File: src/rtl/sync_fifo_flags.sv
// sync_fifo_flags
//   Single-clock FIFO with occupancy count, programmable almost-full /
//   almost-empty flags, selectable first-word-fall-through or registered-read
//   output, and sticky overflow/underflow error flags.
//
// Ports
//   clock            sole clock, rising edge
//   reset            synchronous, active-high; priority over all other inputs
//   write_data       word to push
//   write_increment  push request (accepted when !full)
//   full             count == DEPTH
//   almost_full      count >= ALMOST_FULL_LEVEL
//   read_increment   pop request (accepted when !empty)
//   read_data        FWFT=0: loaded on an accepted pop (1-cycle latency)
//                    FWFT=1: head word whenever !empty, 0 when empty
//   empty            count == 0
//   almost_empty     count <= ALMOST_EMPTY_LEVEL
//   count            occupancy, 0..DEPTH
//   clear_errors     clears overflow/underflow at the next edge
//   overflow         sticky: push attempted while full
//   underflow        sticky: pop attempted while empty
module sync_fifo_flags #(
    parameter int DATA_WIDTH         = 8,
    parameter int ADDRESS_WIDTH      = 4,
    parameter int FWFT               = 0,
    parameter int ALMOST_FULL_LEVEL  = 2**ADDRESS_WIDTH - 2,
    parameter int ALMOST_EMPTY_LEVEL = 2
) (
    input  logic                     clock,
    input  logic                     reset,
    input  logic [DATA_WIDTH-1:0]    write_data,
    input  logic                     write_increment,
    output logic                     full,
    output logic                     almost_full,
    input  logic                     read_increment,
    output logic [DATA_WIDTH-1:0]    read_data,
    output logic                     empty,
    output logic                     almost_empty,
    output logic [ADDRESS_WIDTH:0]   count,
    input  logic                     clear_errors,
    output logic                     overflow,
    output logic                     underflow
);

    localparam int DEPTH = 2**ADDRESS_WIDTH;
    localparam logic [ADDRESS_WIDTH:0] DEPTH_CNT = DEPTH[ADDRESS_WIDTH:0];
    localparam logic [ADDRESS_WIDTH:0] AF_LEVEL  = ALMOST_FULL_LEVEL[ADDRESS_WIDTH:0];
    localparam logic [ADDRESS_WIDTH:0] AE_LEVEL  = ALMOST_EMPTY_LEVEL[ADDRESS_WIDTH:0];

    logic [DATA_WIDTH-1:0]    mem [0:DEPTH-1];
    logic [ADDRESS_WIDTH-1:0] wptr;
    logic [ADDRESS_WIDTH-1:0] rptr;
    logic [ADDRESS_WIDTH:0]   count_q;
    logic                     push_ok;
    logic                     pop_ok;

    // Acceptance uses the flags of the current state, so a push into a full
    // FIFO is rejected even when a pop in the same cycle frees a slot.
    assign push_ok = write_increment && !full;
    assign pop_ok  = read_increment && !empty;

    assign count        = count_q;
    assign full         = (count_q == DEPTH_CNT);
    assign empty        = (count_q == '0);
    assign almost_full  = (count_q >= AF_LEVEL);
    assign almost_empty = (count_q <= AE_LEVEL);

    // Storage is deliberately not reset.
    always_ff @(posedge clock) begin
        if (!reset && push_ok) begin
            mem[wptr] <= write_data;
        end
    end

    always_ff @(posedge clock) begin
        if (reset) begin
            wptr    <= '0;
            rptr    <= '0;
            count_q <= '0;
        end else begin
            if (push_ok) begin
                wptr <= wptr + 1'b1;
            end
            if (pop_ok) begin
                rptr <= rptr + 1'b1;
            end
            case ({push_ok, pop_ok})
                2'b10:   count_q <= count_q + 1'b1;
                2'b01:   count_q <= count_q - 1'b1;
                default: count_q <= count_q;
            endcase
        end
    end

    // A new error in the same cycle as clear_errors keeps the flag set.
    always_ff @(posedge clock) begin
        if (reset) begin
            overflow  <= 1'b0;
            underflow <= 1'b0;
        end else begin
            if (write_increment && full) begin
                overflow <= 1'b1;
            end else if (clear_errors) begin
                overflow <= 1'b0;
            end
            if (read_increment && empty) begin
                underflow <= 1'b1;
            end else if (clear_errors) begin
                underflow <= 1'b0;
            end
        end
    end

    generate
        if (FWFT != 0) begin : g_fwft
            assign read_data = empty ? '0 : mem[rptr];
        end else begin : g_registered
            logic [DATA_WIDTH-1:0] read_q;

            always_ff @(posedge clock) begin
                if (reset) begin
                    read_q <= '0;
                end else if (pop_ok) begin
                    read_q <= mem[rptr];
                end
            end

            assign read_data = read_q;
        end
    endgenerate

endmodule
File: config.mk
export PLATFORM = sky130hd
export DESIGN_NAME = sync_fifo_flags
export DESIGN_NICKNAME = d
export VERILOG_FILES = /design/src/rtl/sync_fifo_flags.sv
export SDC_FILE = /design/constraint.sdc
export NUM_CORES = 1
export LEC_CHECK = 0
export CAP_MARGIN = 20
export CORE_ASPECT_RATIO = 1.75
export CORE_UTILIZATION = 31
export CTS_CLUSTER_DIAMETER = 100
export DETAILED_ROUTE_END_ITERATION = 16
export HOLD_SLACK_MARGIN = 0.1
export MAX_ROUTING_LAYER = met4
export SYNTH_ARGS = -nofsm -noshare
export SYNTH_HDL_FRONTEND = slang
export SYNTH_SLANG_ARGS = --single-unit
export TNS_END_PERCENT = 50
File: constraint.sdc
create_clock -name clock -period 4.4 [get_ports clock]
set_input_delay 0.44 -clock clock [delete_from_list [all_inputs] [get_ports clock]]
set_output_delay 0.44 -clock clock [all_outputs]
set_load 0.005 [all_outputs]
==> run summary <==
Avg WL per Cell - 19.0 um
Final Hold Viols - 0
Resize count post-CTS - 0
Num CTS Buffers - 17
Synth area leader - edfxtp_1
Yosys warning total - 0
Synth Register Bits - 151
First-pass GRT wire length - 19100 um
# rows - 67
Area grow syn2layout - 19.8%
RSZ-0062 raised after global routing - false
Vias in the first global route - 3280
Reg clk slew, reported paths - 0.06 ns
Initial DRC Count - 200
Filler instances - 1776
CTS hold repair buffers - 0
IO Port Bufs - 31
Multi-input gate area in the final layout - 0.00158 mm^2
Horiz. Die Dim - 107 um
Async set or reset register ratio after synthesis - 0%
Count leader, synth - edfxtp_1
CTS tree - yes
DP HPWL - 8680 um
CTS Sinks - 151
Power Dens Cells - 556 mW/mm^2
Total area of sequential cells - 0.00431 mm^2
Nets - 430
Slew at the pin closest to its max-slew limit - 1.02 ns
Starting density of the core - 31.5%
Maximum clock rate - 0.326 GHz
Crit share post-route - 69.8%
Total track usage - 13.9%
Maximum VDD drop - 0.000298 V
Most frequent CP cell - inv_1
Result of the run - completed
Largest net degree at the start of global routing - 51
Die Area - 0.0200 mm^2
Vias/cell - 4.84
Skew-Pair Late Insertion Delay - 0.42 ns
Max-Cap Viols - 0
CORE AREA - 0.0191 mm^2
Crit end category - register
Placer Congestion - 0.784
Lkg Pwr - 2.26 nW
Die height - 186 um
Non-filler instance count after layout - 661
Slack of the critical path - 1.33 ns
Crit-path max FO - 9
Finish-stage setup viols - 0
Post-synth top area share - 63.8%
Design Area, Final - 0.00721 mm^2
Syn nets - 395
Setup TNS Final - 0 ns
Dpl ws - 1.13 ns
Max Buffers Root-to-Sink - 2
I/O pin total - 32
Unique cell type count in the Yosys netlist - 36
DP Area - 0.00656 mm^2
Drt drc - 0
Fin. max-slew vios - 0
Crit path kind - reg2reg
Via count - 3202
Critical-path cell list - nor4_2 -> a21boi_2 -> inv_1 -> ha_1 -> inv_1 -> fa_1 -> nor2b_1 -> o21ai_0 -> nand3_1 -> or3b_1 -> mux2_1
Synth Instances - 372
Crit path time final - 3.07 ns
Initial antenna violation count - 0
Number of flops mapped to enable cells by yosys - 128
H-tree levels - 4
Critical path's largest stage delay - 0.49 ns
Top_reg_cell synth - edfxtp_1
Worst Skew - 0.00574 ns
Avg Synthesized Cell Area - 16.2 um^2
Hold Crit Class - reg2reg
Root buf cell - clkbuf_16
Post-CTS Setup Bufs - 0
Commonest cells in the netlist - edfxtp_1 (128), nor2_1 (53), mux2i_1 (34)
ANT cells - 0
DR pass1 iterations - 4
Critical Path Slowest Stage Cell - nor4_2
Number of routed nets with antenna violations - 0
Slew headroom - 32.0%
Total Routed Length - 12600 um
Dpl cells - 629
Core Util, Final - 37.7%
Remaining Overflow, GRT - 0
Post-synthesis cell area - 0.00602 mm^2
Post-synthesis sequential area ratio - 71.5%
Share of cells above drive strength 1 - 13.3%
WP data required - 4.70 ns
Crit path launch type - register
CP arrival - 3.37 ns
Top post-synthesis cells by area - edfxtp_1 (64%), dfxtp_1 (7.6%), mux4_2 (6.0%), mux2i_1 (5.7%), nor2_1 (3.3%)
metrics by stage:
| stage | hold WS, ns | power [mW] |
|---|---|---|
| floorplan | 0.492 | 2.16 |
| global placement | 0.502 | 2.46 |
| detailed placement | 0.502 | 2.49 |
| CTS | 0.510 | 4.05 |
| global route | 0.525 | 4.18 |
| finish | 0.503 | 4.01 |
per-layer routing:
metal	GRT usage (%)	part of all wire, %	vias to the layer above
li1	-	-	1498
met1	13.2	36	1610
met2	25.6	59	80
met3	3.49	3.2	14
met4	6.32	2.5	0
met5	-	0	-
flip-flops by register name (all words and copies together), names as in the netlist:
signal,flops
overflow,1
rptr,4
underflow,1
mem,128
count,5
wptr,4
read_data,8
cell type report:
type	count	share of cell area [%]
tap	241	4.18
inverter	9	0.468
timing repair buffer	35	4.72
multi-input combinational	193	21.9
sequential	151	59.7
clock inverter	11	2.36
clock buffer	21	6.66
layout by cell type (no fill, tap or decap), types with 8 or more instances in the layout:
master | synthesis | final
a311oi_1 | 8 | 8
mux2i_1 | 34 | 34
nand2_1 | 9 | 9
nor2_1 | 53 | 53
ha_1 | 9 | 9
o22ai_1 | 16 | 16
clkbuf_16 | 0 | 17
mux4_2 | 16 | 16
a22oi_1 | 10 | 10
clkdlybuf4s50_1 | 0 | 31
edfxtp_1 | 128 | 128
inv_1 | 9 | 9
dfxtp_1 | 23 | 22
cell families (layout without fill, tap and decap cells):
kind of cell    after synthesis  after routing  synth area share [%]
flops                       151            151                  71.5
fa+ha+maj                    10             10                  2.20
simple gates                 80             80                  5.92
xor+xnor                      8              8                  1.16
buf+inv                      28             76                  2.26
compound gates               44             44                  5.15
mux                          51             51                  11.8
final timing paths:
check | from | endpoint | slack (ns) | cells after the start
setup / recovery | count[0]$_SDFFE_PP0P_ | count[4]$_SDFFE_PP0P_ | 1.33 | 11
hold / removal | read_data[4]$_SDFFE_PP0P_ | read_data[4]$_SDFFE_PP0P_ | 0.50 | 2
setup reg to reg | count[0]$_SDFFE_PP0P_ | count[4]$_SDFFE_PP0P_ | 1.33 | 11
hold reg to reg | read_data[4]$_SDFFE_PP0P_ | read_data[4]$_SDFFE_PP0P_ | 0.50 | 2
where the power goes:
| part | switching [mW] | internal (mW) | leakage [nW] |
|---|---|---|---|
| registers | 0.0797 | 1.64 | 1.34 |
| clock network | 0.557 | 1.01 | 0.311 |
| logic | 0.355 | 0.372 | 0.606 |
critical path: cells and delay by family, from the launching register on:
kind,cells,cell delay (ns)
AO/OA/AOI/OAI,2,0.36
adder cells (fa/ha/maj),2,0.61
buffers and inverters,2,0.20
flip-flops,1,0.37
multiplexers,1,0.31
AND/OR/NAND/NOR,4,1.11
Power figures use the tool's default switching activity.
